<file path="src/rtl/div_frontend.sv">
// rtl/div_frontend.sv - request/response front end for an iterative divider core (optional DIV_SPECIAL_CASE_EN)
module div_frontend #(
  parameter int TAG_W = 5
) (
  input  logic             clk,
  input  logic             rstn,
  input  logic             req_valid,
  output logic             req_ready,
  input  logic [1:0]       req_op,
  input  logic [31:0]      req_rs1,
  input  logic [31:0]      req_rs2,
  input  logic [TAG_W-1:0] req_tag,
  input  logic             flush,
  output logic             resp_valid,
  input  logic             resp_ready,
  output logic [31:0]      resp_data,
  output logic [TAG_W-1:0] resp_tag,
  output logic             div_enable,
  output logic             div_is_signed,
  output logic [31:0]      div_src,
  output logic [31:0]      div_sink,
  input  logic             div_completed,
  input  logic [31:0]      div_quo,
  input  logic [31:0]      div_res
);

  typedef enum logic [2:0] {
    S_IDLE,
    S_ISSUE,
    S_WAIT,
    S_DRAIN,
    S_RESP
  } state_t;

  state_t             r_state;
  state_t             w_next;
  logic               w_accept;
  logic               w_capture;
  logic               w_special;
  logic [31:0]        w_special_data;

  logic [31:0]        r_rs1;
  logic [31:0]        r_rs2;
  logic [TAG_W-1:0]   r_tag;
  logic               r_signed;
  logic               r_is_rem;
  logic [31:0]        r_data;

`ifdef DIV_SPECIAL_CASE_EN
  // Divide-by-zero and signed overflow are answered here without the core
  always_comb begin
    w_special      = 1'b0;
    w_special_data = 32'h0;
    if (req_rs2 == 32'h0) begin
      w_special      = 1'b1;
      w_special_data = req_op[1] ? req_rs1 : 32'hFFFF_FFFF;
    end else if (!req_op[0] && (req_rs1 == 32'h8000_0000) && (req_rs2 == 32'hFFFF_FFFF)) begin
      w_special      = 1'b1;
      w_special_data = req_op[1] ? 32'h0 : 32'h8000_0000;
    end
  end
`else
  assign w_special      = 1'b0;
  assign w_special_data = 32'h0;
`endif

  // State register; reset abandons any operation outright
  always_ff @(posedge clk or negedge rstn) begin
    if (!rstn) begin
      r_state <= S_IDLE;
    end else begin
      r_state <= w_next;
    end
  end

  // Next-state logic; flush outranks completion and the response handshake
  always_comb begin
    w_next    = r_state;
    w_accept  = 1'b0;
    w_capture = 1'b0;
    case (r_state)
      S_IDLE: begin
        if (req_valid) begin
          w_accept = 1'b1;
          w_next   = w_special ? S_RESP : S_ISSUE;
        end
      end
      S_ISSUE: begin
        // div_completed is not looked at here: a level left over from the
        // previous operation must not be mistaken for this one finishing
        w_next = flush ? S_DRAIN : S_WAIT;
      end
      S_WAIT: begin
        if (flush) begin
          w_next = S_DRAIN;
        end else if (div_completed) begin
          w_capture = 1'b1;
          w_next    = S_RESP;
        end
      end
      S_DRAIN: begin
        if (div_completed) begin
          w_next = S_IDLE;
        end
      end
      S_RESP: begin
        if (flush || resp_ready) begin
          w_next = S_IDLE;
        end
      end
      default: w_next = S_IDLE;
    endcase
  end

  // Operand/tag capture on accept and result capture on completion
  always_ff @(posedge clk or negedge rstn) begin
    if (!rstn) begin
      r_rs1    <= 32'h0;
      r_rs2    <= 32'h0;
      r_tag    <= '0;
      r_signed <= 1'b0;
      r_is_rem <= 1'b0;
      r_data   <= 32'h0;
    end else begin
      if (w_accept) begin
        r_rs1    <= req_rs1;
        r_rs2    <= req_rs2;
        r_tag    <= req_tag;
        r_signed <= ~req_op[0];
        r_is_rem <= req_op[1];
        if (w_special) begin
          r_data <= w_special_data;
        end
      end else if (w_capture) begin
        r_data <= r_is_rem ? div_res : div_quo;
      end
    end
  end

  assign req_ready     = (r_state == S_IDLE);
  assign div_enable    = (r_state == S_ISSUE);
  assign resp_valid    = (r_state == S_RESP);
  assign resp_data     = r_data;
  assign resp_tag      = r_tag;
  assign div_src       = r_rs1;
  assign div_sink      = r_rs2;
  assign div_is_signed = r_signed;

endmodule
</file>
<file path="config.mk">
export PLATFORM = sky130hd
export DESIGN_NAME = div_frontend
export DESIGN_NICKNAME = d
export VERILOG_FILES = /design/src/rtl/div_frontend.sv
export SDC_FILE = /design/constraint.sdc
export NUM_CORES = 1
export LEC_CHECK = 0
export ABC_AREA = 1
export ABC_CLOCK_PERIOD_IN_PS = 1600
export CAP_MARGIN = 0
export CORE_MARGIN = 1
export CORE_UTILIZATION = 39
export DETAILED_ROUTE_END_ITERATION = 6
export PLACE_DENSITY = 0.81
export SYNTH_ARGS = -nofsm -noshare
export SYNTH_HDL_FRONTEND = slang
export SYNTH_SLANG_ARGS = --single-unit
</file>
<file path="constraint.sdc">
create_clock -name clk -period 1.6 [get_ports clk]
set_input_delay 0.48 -clock clk [delete_from_list [all_inputs] [get_ports clk]]
set_output_delay 0.48 -clock clk [all_outputs]
set_load 0.02 [all_outputs]
</file>
### After elaboration in Yosys (flattened, before gate mapping)

Cells that the tools add are included.

* register bits: 106
* word-level logic and storage cells: 34

* equality and inequality tests: 8
* mux-type cells: 13
* bitwise logic cells: 2
* reduce and logical (&&, ||, !) cells: 4

Operators by type and width (count)
* $mux 32: 1
* $mux 3: 5
* $pmux 3 s5: 1
* $eq 3x2->1 const B: 2
* $mux 1: 6
* $ne 2x2->1 const B: 2
* $reduce_and 4->1: 1
* $eq 3x1->1 const B: 1
* $eq 3x3->1 const B: 1
* $logic_not 3->1: 1
* $ne 3x3->1 const B: 1
* $ne 2x1->1 const B: 1
* $not 1->1: 2
* $reduce_and 2->1: 1
* $logic_or 1x1->1: 1

### Longest topological paths before layout

Gate-level depths: netlist of run 1.

* depth after elaboration: 4
* gate-level depth with buffers: 9

### Worst setup path after synthesis of run 1

No wires, ideal clock.

* path kind: flip-flop to output port
* start point: register r_state[2]
* end point: output div_enable
* data arrival time: 1045 ps
* path slack: 75 ps
* stages on the path, launching flop included: 3
* path through: dfrtp_1 > buf_6 > nor3_1

* cells in the longest elaborated chain, start to end: 1

RTL lines
* start: declaration: line 35 `state_t r_state;`
* start signal: assignment: line 72 `r_state <= w_next;`
* $eq 3x1->1: line 141 `assign div_enable = (r_state == S_ISSUE);`
* end: declaration: line 18 `output logic div_enable,`

Every way passes these cells.

### Worst setup path after layout of run 1

* start point: register r_state[1]
* end point: output resp_valid

* cells in the longest elaborated chain, start to end: 1

RTL lines
* $eq 3x3->1: line 142 `assign resp_valid = (r_state == S_RESP);`
* end: declaration: line 14 `output logic resp_valid,`

Every way passes these cells.

==> results.md, run 1 <==
- Layout cells sized above 1: roughly a tenth
- Startpoint types: flip-flop
- Global route total overflow: 0
- R2r startpoint: r_state[1]
- Most area-consuming cells after synthesis: dfrtp_1, nand2_1, nand3_1
- CTS tree: done
- Fmax: roughly 0.6 GHz
- Number of global-route vias before repair: approximately 4200
- PortBufs: roughly 250
- Via count: between 4000 and 5000
- Yosys top cell area share: approximately 58%
- Clk_skew: roughly 0.0079 ns
- Final period util: 104%
- Core Box Area: between 10000 and 15000 µm²
- # placed instances: approximately 860
- Detailed Routing Iterations Pass 1: 4
- Largest family of logic cells by synthesized area: simple AND/OR/NAND/NOR gates
- RSZ-0062 raised after global routing: yes
- Outcome: complete, but fails checks
- CP arrival: 1.19 ns
- Mapped Area: 4550 µm²
- First-pass GRT wire length: approximately 20 mm
- Fin crit period: around 1.7 ns
- Routed len/inst: 15.4 µm
- Post-synthesis xor/xnor area fraction: 0%
- Initial core utilization: around two fifths
- PwrDens: ~1800 nW/µm²
- CTS root buf: clkbuf_16
- Final nets: 870
- Comb power frac: approximately half
- Area leader, netlist: dfrtp_1
- Clock transition at path regs: 0.07 ns
- Sequential group share of total power: 32.8%
- Post-synthesis mux area share: 7.03%
- Antenna-violating nets left: 0
- Gr usage total: 21.2%
- Switch share: roughly two fifths
- Critical path type: reg2out
- CTS sink count: 106
- Final wirelength: ~13 mm
- Clk Latency, worst-skew pair: about 0.33 ns
- Clock power frac: between 15 and 20%
- Die H: about 110 µm
- Syn. warnings: 0
- P_sw: around 0.0058 W
- Fin. Hold Viols: 0
- Max Slew Vio Count: 0
- # rows: 39
- Internal Pwr Total: just over 0.008 W
- # diodes: 0
- DPL Wire Length: ~9.7 mm
- Crit path required time: 1.12 ns
- Largest net degree at the start of global routing: between 60 and 70
- Hold Crit Class: in2async
- Area delta synth->final: 65.5%
- Clock buffer count from CTS: 9
- Complex-gate fraction of the synthesized area: between 5 and 6%
- Final setup vio count: 3
- R2r endpoint: div_src[21]
- Post-synthesis sequential area ratio: about three fifths
- Htree depth: 3
- DR vias/cell: 4.92
- Hold Buf Count CTS: 0
- Drt drc: 0
- Post-Synth Simple-Gate Area: 24.6%
- Failing checks: negative setup slack
- Synthesized instance count: 481
- Finished Cell Area: about 7500 µm²
- DIE AREA: ~12000 µm²
- Fin Hold WS: about 0.14 ns
- Initial antenna violation count: 0
- Worst Max-Slew Pin Slew: 0.296 ns
- R2R depth: 8
- Average size of a mapped cell: between 9 and 10 µm²
- Gpl congestion: around 0.76
- 1st-iter DRT viols: about 240
- FF+latch count, synth: 106
- Ports: roughly 250
- Post-Synth Adder-Cell Area: 0%
- Max cap viols: 0
- Die W: roughly 110 µm
- Syn nets: 622
- Distinct cells, synth: 18
- Post-Layout Cell Count: between 800 and 900
- Largest fanout on the critical path: 3
- PnR worst setup slack: -0.0690 ns
- FF-to-FF setup slack: about 0.070 ns
- Placed cell area: ~7200 µm²
- Max transition margin: 80.3%
- CTS Buffer Depth: 2
- P_leak: around 3.9 nW
- Endpoint type of the worst setup path: primary output
- Peak VDD IR: 0.000865 V
[logic make-up after synthesis]
group / after synthesis
DFF: 106
muxes: 32
AOI/OAI and AO/OA: 36
and+or+nand+nor: 268
buffers and inverters: 39
[cells in the final DEF, fill, tap and decap left out, types with 2 or more instances in the layout]
cell,count
nand2_1,182
clkdlybuf4s50_1,138
dfrtp_1,105
dlygate4sd2_1,102
nand3_1,73
mux2i_1,32
buf_4,18
o21ai_2,17
o21ai_1,13
clkbuf_16,11
buf_12,7
o21ai_0,5
nor2_1,5
inv_1,4
nor2_4,3
nor2_2,2
nand2_4,2
clkinv_2,2
clkinvlp_4,2
bufinv_16,2
buf_6,2
[how the worst max path moves through the flow]
stage                     startpoint         end  cells after the start
after floorplan           r_state[2]  div_enable                      2
after global placement    r_state[1]  resp_valid                      4
after detailed placement  r_state[2]  div_enable                      2
after CTS                 r_state[0]  resp_valid                      4
after global routing      r_state[1]  resp_valid                      4
final                     r_state[1]  resp_valid                      4
[metal layers]
layer / share of wire, % / global-route usage [%]
met1: 39 / 24.6
met3: 8.4 / 6.23
met2: 49 / 35.9
met4: 3.7 / 10.3
met5: 0 / 0
[synthesized netlist by cell type]
cell      number
nand3_1       73
nand2_2        1
mux2i_1       32
inv_1          4
dfrtp_1      106
nor2_4         2
a31oi_1        1
nor2_1         6
buf_2         19
inv_2          1
nand2_1      183
nor2_2         2
o21ai_1       13
o21ai_2       17
clkbuf_1       9
o21ai_0        5
buf_6          6
nor3_1         1
[cell type report]
| cell class | count | area (µm²) |
|---|---|---|
| fill | 935 | 3880 |
| inverter | 5 | 18.8 |
| sequential | 106 | 2650 |
| tap | 143 | 179 |
| timing repair buffer | 271 | 2660 |
| clock buffer | 9 | 225 |
| multi-input combinational | 336 | 1710 |
| clock inverter | 7 | 93.8 |
[power groups by stage]
stage | registers [W] | clock network [W] | logic [W]
finish | 0.00456 | 0.00234 | 0.00700
global route | 0.00472 | 0.00253 | 0.00758
CTS | 0.00457 | 0.00239 | 0.00678
detailed placement | 0.00464 | 0 | 0.00760
global placement | 0.00458 | 0 | 0.00741
floorplan | 0.00608 | 0 | 0.00245
[timing repair]
action / 4_1_cts / 5_1_grt
buffers inserted: 0 / 1
endpoints found under the setup margin: 169 / 94
resized for setup: 120 / 10
pin swaps: 1 / 2
cloned: 0 / 2
[through the flow]
| step | power [W] | TNS (ns) | util [%] | setup WS (ns) |
|---|---|---|---|---|
| after floorplan | 0.00852 | 0 | - | 0.0754 |
| after CTS | 0.0137 | -0.188 | 65.2 | -0.0815 |
| final | 0.0139 | -0.154 | 66.0 | -0.0690 |
| after global placement | 0.0120 | -5.13 | 63.5 | -0.187 |
| after global routing | 0.0148 | -2.01 | 66.0 | -0.154 |
| after detailed placement | 0.0122 | -8.29 | 63.5 | -0.207 |
[state kept, by name, indices dropped and copies added (netlist names)]
signal / count
div_sink: 32
div_src: 32
resp_data: 32
resp_tag: 5
r_state: 3
div_is_signed: 1
r_is_rem: 1
[critical path: stages, from the launching register on]
cell and delay (ns):
dfrtp_1 0.42, nor2_2 0.15, inv_2 0.07, nor2_2 0.09, buf_6 0.12
Note: power is estimated with default switching activity, not from simulation.
==> run 2: changes to the inputs <==
--- a/config.mk
+++ b/config.mk
@@ -13,4 +13,5 @@
 export DETAILED_ROUTE_END_ITERATION = 6
 export PLACE_DENSITY = 0.81
+export SLEW_MARGIN = 20
 export SYNTH_ARGS = -nofsm -noshare
 export SYNTH_HDL_FRONTEND = slang
==> constraint.sdc (replaced) <==
create_clock -name clk -period 1.6 [get_ports clk]
set_input_delay 0.16 -clock clk [delete_from_list [all_inputs] [get_ports clk]]
set_output_delay 0.16 -clock clk [all_outputs]
set_load 0.02 [all_outputs]
==> run 2 against run 1 <==
Against the previous run: the flow now finishes without violations; combinational power grew 8.9%; clock skew shrank 0.0019 ns; worst hold slack gained 0.19 ns; setup slack gained 0.16 ns; cell area shrank 0.51%; cell count shrank 1.3%; routed wire length shrank 3.7%; global-route usage shrank 0.60 points; fmax grew 10%; via count shrank 1.7%; clock-buffer cell count grew 4; sequential power grew 2%; largest power group unchanged.
==> results.md, run 2 (synthesis gave the netlist of run 1 again) <==
- Layout filler cell count: 936
- Final nets: roughly 860
- PortBufs: 245
- Die W: 110 µm
- # diodes: 0
- Routed len/inst: 15.0 µm
- Critical path type: reg2reg
- Largest fanout on the critical path: 72
- Placed cell area: 7170 µm²
- CTS tree: done
- Max transition margin: between 70 and 80%
- CTS sink count: approximately 110
- PwrDens: 1920 nW/µm²
- Crit path required time: between 1.5 and 2 ns
- DIE AREA: roughly 12000 µm²
- Fin. Hold Viols: 0
- Drt drc: 0
- Clock buffer count from CTS: 9
- Core Box Area: between 10000 and 15000 µm²
- Clk Latency, worst-skew pair: between 0.3 and 0.4 ns
- Startpoint types: flip-flop
- Layout cells sized above 1: 8.02%
- Largest net degree at the start of global routing: 73
- Antenna-violating nets left: 0
- Setup TNS: 0 ns
- Global route total overflow: 0
- Most common cell after layout, fill and taps aside: clkdlybuf4s50_1
- Area delta synth->final: 64.6%
- P_leak: between 3 and 4 nW
- Max Slew Vio Count: 0
- Final period util: roughly 95%
- Hold Crit Class: in2reg
- CTS Buffer Depth: 2
- Most frequent cells in the layout: clkdlybuf4s50_1, nand2_1, dfrtp_1
- Final wirelength: ~13 mm
- Number of global-route vias before repair: approximately 4000
- Finished Cell Area: approximately 7500 µm²
- Gpl congestion: 0.748
- Initial core utilization: between 30% and 40%
- Total power: between 0.01 and 0.015 W
- First-pass GRT wire length: 19.2 mm
- Clk_skew: around 0.006 ns
- Clock transition at path regs: 0.06 ns
- DPL Wire Length: around 9.4 mm
- Final setup vio count: 0
- Initial antenna violation count: 0
- Fin crit period: roughly 1.5 ns
- Peak VDD IR: roughly 0.0010 V
- Outcome: finished, final reports clean
- Gr usage total: about a fifth
- Max cap viols: 0
- Via count: between 4000 and 5000
- Htree depth: 3
- DR vias/cell: about 4.9
- CTS root buf: clkbuf_16
- # rows: 39
- 1st-iter DRT viols: 160
- Die H: between 100 and 150 µm
- Worst Max-Slew Pin Slew: 0.311 ns
- Fmax: roughly 0.66 GHz
- Detailed Routing Iterations Pass 1: 5
- Endpoint type of the worst setup path: flip-flop
- CP arrival: between 1.5 and 2 ns
- RSZ-0062 raised after global routing: yes
- Ports: roughly 250
- Setup Fix Bufs, Post-CTS: 0
==> run 2: changes by cell type in the layout (fill, tap and decap cells not counted), sizes merged <==
cell | before | now
buf | 29 | 16
bufinv | 2 | 1
clkbuf | 11 | 15
clkdlybuf4s15 | 0 | 1
clkdlybuf4s50 | 138 | 240
clkinv | 3 | 2
clkinvlp | 2 | 0
dlygate4sd2 | 102 | 0
dlygate4sd3 | 0 | 1
==> run 2: layer usage <==
| metal | vias to the layer above | global-route usage, % | share of wire, % |
|---|---|---|---|
| li1 | 2048 | - | - |
| met1 | 2000 | 24.1 | 39 |
| met2 | 170 | 35.4 | 50 |
| met3 | 21 | 6.64 | 8.9 |
| met4 | 0 | 7.52 | 2.1 |
| met5 | - | 0 | 0 |
==> run 2: metrics by stage <==
| step | hold slack [ns] | worst slack [ns] | cells | util [%] |
|---|---|---|---|---|
| after global placement | 0.172 | 0.0923 | 848 | 62.8 |
| after detailed placement | 0.182 | 0.0170 | 848 | 62.8 |
| after global routing | 0.364 | -0.0145 | 866 | 65.7 |
| final | 0.322 | 0.0860 | 866 | 65.7 |
| after floorplan | -0.136 | 0.262 | 481 | - |
| after CTS | 0.318 | 0.00620 | 865 | 65.3 |
==> run 2: what timing repair did <==
| item | CTS | global route |
|---|---|---|
| endpoints found under the setup margin | 3 | 4 |
| gates cloned | 0 | 1 |
| pin swaps | 0 | 0 |
| hold endpoints to repair | 106 | 0 |
| resized for setup | 10 | 7 |
| hold buffers | 1 | 0 |
==> run 2: path summary, 6_finish.rpt <==
| kind | from | end | slack (ns) | depth (start not counted) |
|---|---|---|---|---|
| hold reg to reg | div_src[21] | div_src[21] | 0.47 | 2 |
| max in group asynchronous | rstn | r_is_rem | 0.94 | 3 |
| hold / removal | req_valid | r_state[0] | 0.32 | 7 |
| setup / recovery | r_state[1] | div_sink[20] | 0.09 | 8 |
| setup reg to reg | r_state[1] | div_sink[20] | 0.09 | 8 |
| min in group asynchronous | rstn | r_state[1] | 0.37 | 3 |
==> run 2: layout make-up <==
class / instances / area (µm²) / share of cell area (%)
clock buffers: 13 / 240 / 3.20
clock inverters: 3 / 40.0 / 0.534
inverters: 5 / 18.8 / 0.250
multi-input cells: 336 / 1690 / 22.6
flip-flops and latches: 106 / 2660 / 35.4
well taps: 143 / 179 / 2.39
repair buffers: 260 / 2670 / 35.6
==> run 2: critical path, cell delays in order, from the launching register on <==
cell and delay (ns):
dfrtp_2 0.45, nor2_2 0.16, inv_2 0.07, nor2_4 0.10
buf_8 0.16, nand2_2 0.07, buf_12 0.20, nand2_1 0.09
nand2_1 0.05
==> run 2: power breakdown <==
| part | internal [W] | switching, W | total [W] |
|---|---|---|---|
| Combinational | 0.00356 | 0.00406 | 0.00762 |
| Sequential | 0.00393 | 0.000702 | 0.00463 |
| Clock | 0.00121 | 0.000923 | 0.00213 |
| Total | 0.00870 | 0.00569 | 0.0144 |
==> run 3: changes to the inputs <==
CELL_PAD_IN_SITES_DETAIL_PLACEMENT = 0   (was default)
CELL_PAD_IN_SITES_GLOBAL_PLACEMENT = 1   (was default)
CORE_UTILIZATION = 28   (was 39)
PLACE_DENSITY = 0.82   (was 0.81)
SLEW_MARGIN = default   (was 20)
==> run 3 against run 2 <==
Against the previous run: register-to-register slack is essentially flat; core utilization decreased by 18 points; clock power increased by 10%; setup slack worse by 0.0017 ns; sequential power up 0.9%; global-route usage fell by 4.7 points; critical path depth did not move; critical path type unchanged; largest power group unchanged.
==> results.md, run 3 (synthesis gave the netlist of run 1 again) <==
- Outcome: finished, final reports clean
- # rows: between 40 and 50
- Hold path start: req_valid
- CTS Buffer Depth: 2
- # placed instances: 923
- Number of global-route vias before repair: about 4100
- Initial core utilization: 28.7%
- R2R depth: 8
- Hold Crit Depth: 3
- Critical path type: reg2reg
- Startpoint types: flip-flop
- Core Box Area: 15900 µm²
- Post-Layout Cell Count: 940
- Antenna-violating nets left: 0
- Layout cells sized above 1: under 10%
- Area delta synth->final: 66.7%
- Global route total overflow: 0
- Final nets: 860
- Worst Max-Slew Pin Slew: 0.466 ns
- Clock buffer count from CTS: 9
- Fin crit period: 1.52 ns
- CTS sink count: ~110
- Largest net degree at the start of global routing: between 50 and 60
- PnR worst setup slack: 0.0843 ns
- Max transition margin: approximately 70%
- P_leak: between 3 and 4 nW
- PwrDens: 1900 nW/µm²
- Final period util: 94.7%
- Most frequent cells in the layout: clkdlybuf4s50_1, nand2_1, dfrtp_1
- Finished Cell Area: between 7000 and 8000 µm²
- Final setup vio count: 0
- Layout filler cell count: 1494
- Fin. Hold Viols: 0
- Setup WS pre-CTS: ~0.017 ns
- Max Slew Vio Count: 0
- Setup TNS: 0 ns
- Die H: 130 µm
- R2r endpoint: div_sink[3]
- Via count: ~4200
- Gr usage total: between 15 and 20%
- Placed cell area: 7280 µm²
- CTS root buf: clkbuf_16
- # diodes: 0
- Clock transition at path regs: 0.07 ns
- Clk Latency, worst-skew pair: roughly 0.34 ns
- Htree depth: 3
- Peak VDD IR: 0.000753 V
- Initial antenna violation count: 1
- FF-to-FF setup slack: 0.08 ns
- Drt drc: 0
- Hold endpoint: div_src[15]
- Largest fanout on the critical path: just over 40
- Most common cell after layout, fill and taps aside: clkdlybuf4s50_1
- Ports: around 250
- DIE AREA: about 17000 µm²
- Max cap viols: 0
- Fmax: about 0.66 GHz
- Hold Crit Class: in2reg
- CTS tree: done
- First-pass GRT wire length: roughly 20 mm
- Gpl congestion: 0.699
- RSZ-0062 raised after global routing: no
- Final wirelength: between 10 and 15 mm
- DR vias/cell: about 4.5
- Routed len/inst: 14.3 µm
- Clk_skew: ~0.0052 ns
- Crit path required time: about 1.8 ns
- 1st-iter DRT viols: around 200
- Detailed Routing Iterations Pass 1: 4
- PortBufs: roughly 250
- R2r startpoint: r_state[1]
- Die W: between 100 and 150 µm
- DPL Wire Length: 10.1 mm
- CP arrival: around 1.7 ns
- Endpoint type of the worst setup path: flip-flop
run 3: cell types whose count changed in the layout (fill, tap and decap cells not counted), sizes merged:
cell,delta
buf,+3
clkbuf,-3
bufinv,+1
clkdlybuf4s15,-1
clkinvlp,+1
run 3: report_power, final:
group	total, W	internal [W]	switching [W]
logic	0.00744	0.00348	0.00397
clock network	0.00235	0.00141	0.000941
registers	0.00467	0.00393	0.000742
run 3: timing repair:
item | CTS | global route
hold buffers | 1 | 0
gates resized for setup | 9 | 4
endpoints found under the hold margin | 33 | 0
setup buffers | 0 | 0
setup endpoints to repair | 3 | 9
run 3: routing by layer:
| layer | vias up | global-route usage [%] | part of all wire (%) |
|---|---|---|---|
| met2 | 179 | 27.9 | 48 |
| met4 | 2 | 6.63 | 1.9 |
| li1 | 2044 | - | - |
| met1 | 1949 | 17.9 | 40 |
| met3 | 20 | 5.04 | 9.4 |
| met5 | - | 0 | 0.089 |
run 3: metrics by stage:
step	hold slack [ns]	power (W)	utilization, %
after floorplan	-0.136	0.00852	-
after global placement	0.138	0.0121	45.8
after detailed placement	0.146	0.0123	45.8
after CTS	0.263	0.0147	47.9
after global routing	0.297	0.0154	47.8
final	0.285	0.0145	47.8
run 3: worst max path at each step:
stage	start	to	slack (ns)	cells past startpoint
3_5_place_dp	r_state[1]	req_ready	0.02	4
3_3_place_gp	r_state[1]	req_ready	0.04	4
4_1_cts	r_state[0]	div_enable	0.009	3
5_1_grt	r_state[1]	div_src[22]	0.003	8
2_1_floorplan	r_state[2]	resp_data[10]	0.26	9
6_report	r_state[1]	div_sink[3]	0.08	8
run 3: layout make-up:
type                    count  area (µm²)  share of cell area, %
well taps                 216         270                   3.56
repair buffers            261        2640                   34.8
multi-input cells         336        1690                   22.2
inverters                   5        18.8                  0.247
clock buffers              11         243                   3.20
flip-flops and latches    106        2660                   35.0
clock inverters             5        77.6                   1.02
run 3: worst max-delay path, stage by stage, from the launching register on:
cell and delay, ns:
dfrtp_2 0.45, nor2_2 0.16, inv_2 0.07, nor2_4 0.13, buf_4 0.15, nand2_2 0.09
buf_12 0.20, nand2_1 0.08, nand2_1 0.05
